`config.mk`:
```
export PLATFORM = sky130hd
export DESIGN_NAME = bist_ctrl_flat
export DESIGN_NICKNAME = d
export VERILOG_FILES = /design/src/rtl/bist_ctrl_if.sv /design/src/rtl/bist_ctrl.sv /design/src/flat_wrapper.sv
export SDC_FILE = /design/constraint.sdc
export NUM_CORES = 1
export LEC_CHECK = 0
export CORE_MARGIN = 4
export CORE_UTILIZATION = 54
export DETAILED_ROUTE_END_ITERATION = 8
export HOLD_SLACK_MARGIN = 0.1
export PLACE_DENSITY_LB_ADDON = 0.2
export SYNTH_ARGS = -nofsm -noshare
export SYNTH_HDL_FRONTEND = slang
export SYNTH_SLANG_ARGS = --single-unit
```
`constraint.sdc`:
```
create_clock -name clk -period 4.3 [get_ports clk]
set_clock_uncertainty 0.15 [all_clocks]
set_input_delay 0.86 -clock clk [delete_from_list [all_inputs] [get_ports clk]]
set_output_delay 0.86 -clock clk [all_outputs]
set_load 0.03 [all_outputs]
```
`src/rtl/bist_ctrl_if.sv`:
```
`timescale 1ns/1ps
// bist_ctrl_if: bus bundle between the BIST controller and its host/DUT side.
//   master : the controller (bist_ctrl). It takes the run requests, the seed
//            writes and the responses, and drives the pattern, status and signature.
//   slave  : the host and the circuit under test. This side drives the requests
//            and responses, and observes the pattern and status.
// Signals: start, seed_we, seed_in[W], resp_valid, resp_in[W] (to controller);
//          pattern[W], pattern_valid, busy, done, pass, signature[W] (from controller).
// Optional: abort, present only when BIST_ABORT_EN is defined.
interface bist_ctrl_if #(
  parameter int W = 16
);
  logic         start;
  logic         seed_we;
  logic [W-1:0] seed_in;
  logic         resp_valid;
  logic [W-1:0] resp_in;
`ifdef BIST_ABORT_EN
  logic         abort;
`endif
  logic [W-1:0] pattern;
  logic         pattern_valid;
  logic         busy;
  logic         done;
  logic         pass;
  logic [W-1:0] signature;

`ifdef BIST_ABORT_EN
  modport master (
    input  start, seed_we, seed_in, resp_valid, resp_in, abort,
    output pattern, pattern_valid, busy, done, pass, signature
  );
  modport slave (
    output start, seed_we, seed_in, resp_valid, resp_in, abort,
    input  pattern, pattern_valid, busy, done, pass, signature
  );
`else
  modport master (
    input  start, seed_we, seed_in, resp_valid, resp_in,
    output pattern, pattern_valid, busy, done, pass, signature
  );
  modport slave (
    output start, seed_we, seed_in, resp_valid, resp_in,
    input  pattern, pattern_valid, busy, done, pass, signature
  );
`endif
endinterface

```
`src/rtl/bist_ctrl.sv`:
```
`timescale 1ns/1ps
// bist_ctrl: LFSR pattern generator plus MISR response compactor for logic BIST.
// A run loads the seed and issues PAT_CNT patterns. It then collects PAT_CNT
// responses or stops on a response timeout, and compares the signature with GOLDEN.
// Ports:
//   clk    - clock, rising edge
//   reset  - asynchronous, active-high
//   bus    - bist_ctrl_if.master (start, seed write, responses in;
//            pattern, busy, done, pass, signature out)
// Optional feature macro BIST_ABORT_EN: adds bus.abort. When abort is high,
// the run returns to IDLE from any busy state.
//
// state | meaning
// IDLE  | waiting for start; seed register writable
// LOAD  | LFSR <- seed, MISR and counters cleared, pass cleared
// RUN   | one new pattern per cycle, PAT_CNT cycles
// DRAIN | waiting for outstanding responses, timeout armed
// CMP   | result latched into pass, done pulses
module bist_ctrl #(
  parameter int           W       = 16,
  parameter int           PAT_CNT = 1000,
  parameter logic [W-1:0] SEED    = W'(1),
  parameter logic [W-1:0] TAPS    = W'(16'h002D),
  parameter logic [W-1:0] GOLDEN  = '0,
  parameter int           TIMEOUT = 64
) (
  input  logic        clk,
  input  logic        reset,
  bist_ctrl_if.master bus
);

  typedef enum logic [2:0] {IDLE, LOAD, RUN, DRAIN, CMP} state_t;

  localparam logic [19:0] PAT_N    = 20'(PAT_CNT);
  localparam logic [19:0] PAT_LAST = 20'(PAT_CNT - 1);
  localparam logic [7:0]  TMO_INIT = 8'(TIMEOUT);

  // Shift right and insert the XNOR feedback at the MSB.
  // The all-ones state is the one that locks up.
  function automatic logic [W-1:0] lfsr_step(input logic [W-1:0] s);
    return {~^(s & TAPS), s[W-1:1]};
  endfunction

  state_t       state_q, state_d;
  logic [W-1:0] lfsr_q, lfsr_d;
  logic [W-1:0] seed_q, seed_d;
  logic [W-1:0] misr_q, misr_d;
  logic [19:0]  pcnt_q, pcnt_d;
  logic [19:0]  rcnt_q, rcnt_d;
  logic [7:0]   tmo_q, tmo_d;
  logic         pass_q, pass_d;
  logic         resp_take;

  always_ff @(posedge clk or posedge reset) begin
    if (reset) begin
      state_q <= IDLE;
      lfsr_q  <= SEED;
      seed_q  <= SEED;
      misr_q  <= '0;
      pcnt_q  <= '0;
      rcnt_q  <= '0;
      tmo_q   <= '0;
      pass_q  <= 1'b0;
    end else begin
      state_q <= state_d;
      lfsr_q  <= lfsr_d;
      seed_q  <= seed_d;
      misr_q  <= misr_d;
      pcnt_q  <= pcnt_d;
      rcnt_q  <= rcnt_d;
      tmo_q   <= tmo_d;
      pass_q  <= pass_d;
    end
  end

  always_comb begin
    state_d = state_q;
    lfsr_d  = lfsr_q;
    seed_d  = seed_q;
    misr_d  = misr_q;
    pcnt_d  = pcnt_q;
    rcnt_d  = rcnt_q;
    tmo_d   = tmo_q;
    pass_d  = pass_q;

    // Responses count only while a run is collecting them, and only up to PAT_CNT.
    resp_take = bus.resp_valid && ((state_q == RUN) || (state_q == DRAIN)) &&
                (rcnt_q != PAT_N);
    if (resp_take) begin
      misr_d = lfsr_step(misr_q) ^ bus.resp_in;
      rcnt_d = rcnt_q + 20'd1;
    end

    unique case (state_q)
      IDLE: begin
        if (bus.seed_we) seed_d = (bus.seed_in == '1) ? SEED : bus.seed_in;
        if (bus.start) state_d = LOAD;
      end
      LOAD: begin
        lfsr_d  = seed_q;
        misr_d  = '0;
        pcnt_d  = '0;
        rcnt_d  = '0;
        pass_d  = 1'b0;
        state_d = RUN;
      end
      RUN: begin
        lfsr_d = lfsr_step(lfsr_q);
        pcnt_d = pcnt_q + 20'd1;
        if (pcnt_q == PAT_LAST) begin
          state_d = DRAIN;
          tmo_d   = TMO_INIT;
        end
      end
      DRAIN: begin
        // The count is registered, so the MISR is final when the compare happens.
        if (rcnt_q == PAT_N) begin
          state_d = CMP;
          pass_d  = (misr_q == GOLDEN);
        end else if (bus.resp_valid) begin
          tmo_d = TMO_INIT;
        end else if (tmo_q == 8'd1) begin
          state_d = CMP;
          pass_d  = 1'b0;
        end else begin
          tmo_d = tmo_q - 8'd1;
        end
      end
      CMP: state_d = IDLE;
      default: state_d = IDLE;
    endcase

`ifdef BIST_ABORT_EN
    if (bus.abort && (state_q != IDLE)) begin
      state_d = IDLE;
      pass_d  = 1'b0;
    end
`endif
  end

  assign bus.pattern       = lfsr_q;
  assign bus.pattern_valid = (state_q == RUN);
  assign bus.busy          = (state_q != IDLE);
  assign bus.done          = (state_q == CMP);
  assign bus.pass          = pass_q;
  assign bus.signature     = misr_q;

endmodule

```
`src/flat_wrapper.sv`:
```
// flat-port wrapper written by rule: the top's interface ports become plain ports
module bist_ctrl_flat 
#(
  parameter int           W       = 16,
  parameter int           PAT_CNT = 1000,
  parameter logic [W-1:0] SEED    = W'(1),
  parameter logic [W-1:0] TAPS    = W'(16'h002D),
  parameter logic [W-1:0] GOLDEN  = '0,
  parameter int           TIMEOUT = 64
)
  (clk, reset, bus_start, bus_seed_we, bus_seed_in, bus_resp_valid, bus_resp_in, bus_pattern, bus_pattern_valid, bus_busy, bus_done, bus_pass, bus_signature);
  bist_ctrl_if #(.W(W)) bus_i ();
  input  logic clk;
  input  logic reset;
  input wire logic [$bits(bus_i.start)-1:0] bus_start;
  input wire logic [$bits(bus_i.seed_we)-1:0] bus_seed_we;
  input wire logic [$bits(bus_i.seed_in)-1:0] bus_seed_in;
  input wire logic [$bits(bus_i.resp_valid)-1:0] bus_resp_valid;
  input wire logic [$bits(bus_i.resp_in)-1:0] bus_resp_in;
  output wire logic [$bits(bus_i.pattern)-1:0] bus_pattern;
  output wire logic [$bits(bus_i.pattern_valid)-1:0] bus_pattern_valid;
  output wire logic [$bits(bus_i.busy)-1:0] bus_busy;
  output wire logic [$bits(bus_i.done)-1:0] bus_done;
  output wire logic [$bits(bus_i.pass)-1:0] bus_pass;
  output wire logic [$bits(bus_i.signature)-1:0] bus_signature;
  assign bus_i.start = bus_start;
  assign bus_i.seed_we = bus_seed_we;
  assign bus_i.seed_in = bus_seed_in;
  assign bus_i.resp_valid = bus_resp_valid;
  assign bus_i.resp_in = bus_resp_in;
  assign bus_pattern = bus_i.pattern;
  assign bus_pattern_valid = bus_i.pattern_valid;
  assign bus_busy = bus_i.busy;
  assign bus_done = bus_i.done;
  assign bus_pass = bus_i.pass;
  assign bus_signature = bus_i.signature;
  bist_ctrl #(.W(W), .PAT_CNT(PAT_CNT), .SEED(SEED), .TAPS(TAPS), .GOLDEN(GOLDEN), .TIMEOUT(TIMEOUT)) u_core (.clk(clk), .reset(reset), .bus(bus_i));
endmodule
```
# Yosys cells after proc, flatten, opt, wreduce, memory -nomap -nowiden
# Cells that the tools add are included.
dict set report word_totals {
  in_bits 37
  wordCells 65
  register_bits 100
  output_inout_bits 36
}
dict set report classes {
  n_addsub 3
  bitwise 1
  n_eq_ne 15
  n_mux 22
  n_reduce_logical 16
}
# operator n
set op_table {}
lappend op_table {{16-bit 2-to-1 mux} 3}
lappend op_table {{20-bit by 1-bit adder with 20-bit output (second input constant)} 2}
lappend op_table {{20-bit by 10-bit equality test with 1-bit output (second input constant)} 2}
lappend op_table {{20-bit 2-to-1 mux} 2}
lappend op_table {{20-bit case mux with 2 select lines} 1}
lappend op_table {{8-bit 2-to-1 mux} 4}
lappend op_table {{16-bit case mux with 2 select lines} 1}
lappend op_table {{16-bit XNOR reduction} 2}
lappend op_table {{20-bit by 10-bit inequality test with 1-bit output (second input constant)} 1}
lappend op_table {{16-bit equality test (second input constant)} 1}
lappend op_table {{16-bit zero test} 1}
lappend op_table {{8-bit case mux with 2 select lines} 1}
lappend op_table {{16-bit XOR} 1}
lappend op_table {{3-bit 2-to-1 mux} 5}
lappend op_table {{3-bit case mux with 4 select lines} 1}
lappend op_table {{3-bit inequality test (second input constant)} 3}
lappend op_table {{8-bit by 1-bit equality test with 1-bit output (second input constant)} 1}
lappend op_table {{4-bit AND reduction} 2}
lappend op_table {{2-bit nonzero test} 4}
lappend op_table {{8-bit by 1-bit subtractor with 8-bit output (second input constant)} 1}
lappend op_table {{3-bit by 2-bit equality test with 1-bit output (second input constant)} 2}
lappend op_table {{2-bit inequality test (second input constant)} 2}
lappend op_table {{3-bit by 1-bit equality test with 1-bit output (second input constant)} 1}
lappend op_table {{3-bit equality test (second input constant)} 1}
lappend op_table {{other kinds (9)} 12}

# Depth between registers and ports, before layout
dict set report logic_depth {
  ltp_word 6
  depth_mapped 9
  ltp_nobuf 7
}

# Worst setup path after synthesis
# OpenSTA, ideal clock, no wires.
dict set report synth_path {
  kind {reg-to-output}
  start {register u_core.state_q[0]}
  end {output bus_pattern_valid}
  t_arrival_ns 1.530
  path_stages_with_launch 6
  n_path_buf 3
  path_slack_ns 1.760
  required_ns 3.290
  cell_sequence {dfrtp_1 buf_6 or3b_1 buf_6 inv_1 clkbuf_1}
}
dict set report synth_between {
  elab_chain_len 1
}
# item line
set synth_rtl {}
lappend synth_rtl {{start: declaration} bist_ctrl.sv:44} ;# state_t state_q, state_d;
lappend synth_rtl {{start signal: assignment} bist_ctrl.sv:65} ;# state_q <= state_d;
lappend synth_rtl {{3-bit by 2-bit equality test with 1-bit output} bist_ctrl.sv:142} ;# assign bus.pattern_valid = (state_q == RUN);
lappend synth_rtl {{end: declaration} flat_wrapper.sv:21} ;# output wire logic [$bits(bus_i.pattern_valid)-1:0] bus_pattern_valid;
# Every way passes these cells.

# Final worst setup path
dict set report layout_path {
  start {register u_core.state_q[1]}
  end {output bus_pattern_valid}
}
# The elaborated chain is that of the path after synthesis.

==> results.json <==
{
  "status": "finished, final reports clean",
  "antenna_found_initial": 0,
  "vias": 4141,
  "ir_drop_mv": 0.473,
  "drv_slew": 0,
  "synth_top_area_cell": "dfrtp_1",
  "clk_pin_slew_worst_paths_ps": 110,
  "ys_top_cells_by_area": "dfrtp_1 (50%), nand2_1 (5.3%), o21ai_0 (4.8%)",
  "die_h_um": 103,
  "power_density_mw_per_mm2": 639,
  "cts_tree": "built",
  "wl_per_cell_um": 16.8,
  "fin_util": 0.672,
  "yosys-mux-area-fraction": 0.0191,
  "post_cts_buffers": 0,
  "die-area_mm2": 0.0107,
  "cp-end-kind": "primary output",
  "dp_hpwl_um": 8300,
  "ys_ff_latch": 100,
  "total_power_uw": 3780,
  "slowest_stage": "clkdlybuf4s50_1",
  "coreArea_mm2": 0.00881,
  "final.setup.tns_ps": 0,
  "grt_overflow_total": 0,
  "clock_tree.buffer_depth": 2,
  "synth_top_family_by_area": "simple AND/OR/NAND/NOR gates",
  "clock-root-buffer": "clkbuf_8",
  "drtAntennaViolNets": 0,
  "min_period_ps": 3290,
  "netlist_instances": 506,
  "port_buffers": 72,
  "min_path_type": "reg2reg",
  "crit_family": "buffers and inverters",
  "grt_usage": 0.224,
  "cts_htree_levels": 3,
  "cp_cell_sequence": "or3b_1 > inv_1 > clkdlybuf4s50_1",
  "yosys_warnings": 0,
  "cp.arrival_ps": 2280,
  "synth-xor-area-share": 0.0373,
  "die_w_um": 103,
  "path_class": "reg2out",
  "crit_buf_inv": 2,
  "min_period_over_period": 0.766,
  "synth_cell_types": 48,
  "drc_errors": 0,
  "hold_ws_ps": 338,
  "critical_path.max_stage_delay_ps": 690,
  "rsz0062_at_grt": "no",
  "start_kind": "flop",
  "synth_nets": 549,
  "vias_per_cell": 6.08,
  "wl_um": 11500,
  "synth.top_cell.area_share": 0.498,
  "place.gp.congestion": 0.912,
  "clock_latency_ps": 370,
  "cts_resized": 0,
  "io_pins": 73,
  "dr.first_iter.drc_count": 212,
  "max_slew.worst_pin.slew_ps": 870,
  "ys_seq_area_frac": 0.509,
  "synth_fa_ha_area_frac": 0.0152,
  "grt_pass1_vias": 3910,
  "nets": 611,
  "syn_to_final_growth_pct": 20.1,
  "slew_headroom": 0.418,
  "clock-sinks": 100,
  "path_max_fanout": 10,
  "firstDrtPassIters": 5,
  "layout-drive-gt1-share": 0.0611,
  "grt_max_degree": 44,
  "ctsHoldBuffers": 0,
  "finalWorstSetupSlack_ps": 1010,
  "std_cell_rows": 34,
  "power_leakage_uw": 0.00252,
  "drv_cap": 0,
  "synth_edf_count": 0,
  "hold_viol": 0,
  "cts_buffers": 9,
  "synth_area_mm2": 0.00492,
  "synth_compound_area_frac": 0.174,
  "cp.required_ps": 3290,
  "initial_core_util": 0.559,
  "diodes": 0,
  "grt_pass1_wl_um": 19000,
  "synth_flop_cell": "dfrtp_1",
  "async_reset_ff_frac": 1.00,
  "synth.avg_cell_area_um2": 9.73,
  "setup_viol": 0,
  "fmax_mhz": 304,
  "pre_cts_slack_ps": 1400,
  "synthSimpleGateAreaFrac": 0.207
}
-- state kept, by name (all words and copies together) (netlist names) --
signal and flops:
u_core.pcnt_q 20, u_core.bus.signature 16, u_core.bus.pattern 16, u_core.state_q 3, u_core.rcnt_q 20, u_core.bus.pass 1
u_core.seed_q 16, u_core.tmo_q 8
-- cells in the mapped netlist (3+ instances only) --
cell type	instances
and2_1	4
mux2i_1	6
buf_2	4
ha_1	6
and4_1	3
clkbuf_1	17
nor4_1	10
nand3_1	37
mux2_2	3
buf_6	4
inv_1	15
dfrtp_1	98
o211ai_1	10
a31oi_1	4
nand2b_1	3
o31ai_1	9
xnor2_1	19
or4_1	6
a22oi_1	16
nand2_1	69
or3_1	10
nand4_1	16
nor4b_1	4
nor2_1	16
a21oi_1	12
nor3_1	6
and3_1	8
a22o_1	16
o21ai_0	47
-- worst register-to-register path, stage by stage, from the launching register on --
cell      delay [ps]
dfrtp_1          450
inv_1             80
ha_1             140
nor4b_1          440
nand3_1          230
o21ai_2          590
buf_4            440
o211ai_1         160
o31ai_1          110
-- logic make-up (layout without fill, tap and decap cells) --
family	after synthesis	in the layout
simple gates	199	199
flops	100	100
buf+inv	42	109
compound gates	129	129
xor+xnor	21	21
fa+ha+maj	6	6
mux	9	9
-- report_power, final --
group,internal [µW],switching (µW),leakage (µW)
clock,284,357,0.000109
sequential,1240,324,0.00129
combinational,682,890,0.00112
total,2210,1570,0.00252
-- layout make-up --
type                    instances  area, µm²
fillers                       689       2890
flip-flops and latches        100       2500
multi-input cells             364       2240
repair buffers                 78        766
well taps                     108        135
clock buffers                   9        124
clock inverters                 7       92.6
inverters                      15       58.8
-- layer usage --
metal	routed length [µm]	up-vias	GRT usage
met2	5670	108	0.362
met3	555	8	0.0550
met1	5120	2037	0.309
met4	106	0	0.0468
li1	-	1988	-
met5	0	-	0
-- placed cells by master (no fill, tap or decap), drive strengths merged, types with 3 or more instances in the layout --
cell type      netlist  routed
o211ai              10      10
clkdlybuf4s50        0      72
nand4               16      16
nand3               37      37
a22oi               16      16
nor3                 6       6
nor4b                4       4
or4                  7       7
and2                 4       4
a22o                16      16
nand2b               3       3
nor4                10      10
a31oi                4       4
o31ai                9       9
and3                 8       8
inv                 15      18
clkbuf              17       9
nor2                17      17
mux2i                6       6
or3                 10      10
xnor2               19      19
a21oi               12      12
and4                 3       3
nand2               69      69
mux2                 3       3
buf                 10       6
ha                   6       6
o21ai               47      47
dfrtp               98      98
clkinv               0       3
-- stage by stage --
| stage | instance area [µm²] | instances |
|---|---|---|
| after global routing | 5920 | 681 |
| after floorplan | 4920 | 506 |
| after detailed placement | 5700 | 665 |
| after global placement | 5700 | 665 |
| after CTS | 5920 | 681 |
| final | 5920 | 681 |
-- final timing paths --
path / from / to / slack [ps] / depth (start not counted)
min in group asynchronous: reset / u_core.bus.pattern[11] / 740 / 2
max: u_core.state_q[1] / bus_pattern_valid / 1010 / 3
min: u_core.bus.pattern[0] / u_core.bus.pattern[0] / 340 / 2
max reg2reg: u_core.rcnt_q[0] / u_core.rcnt_q[3] / 1400 / 8
min reg2reg: u_core.bus.pattern[0] / u_core.bus.pattern[0] / 340 / 2
max in group asynchronous: reset / u_core.rcnt_q[3] / 2480 / 3
Power figures use the tool's default switching activity.
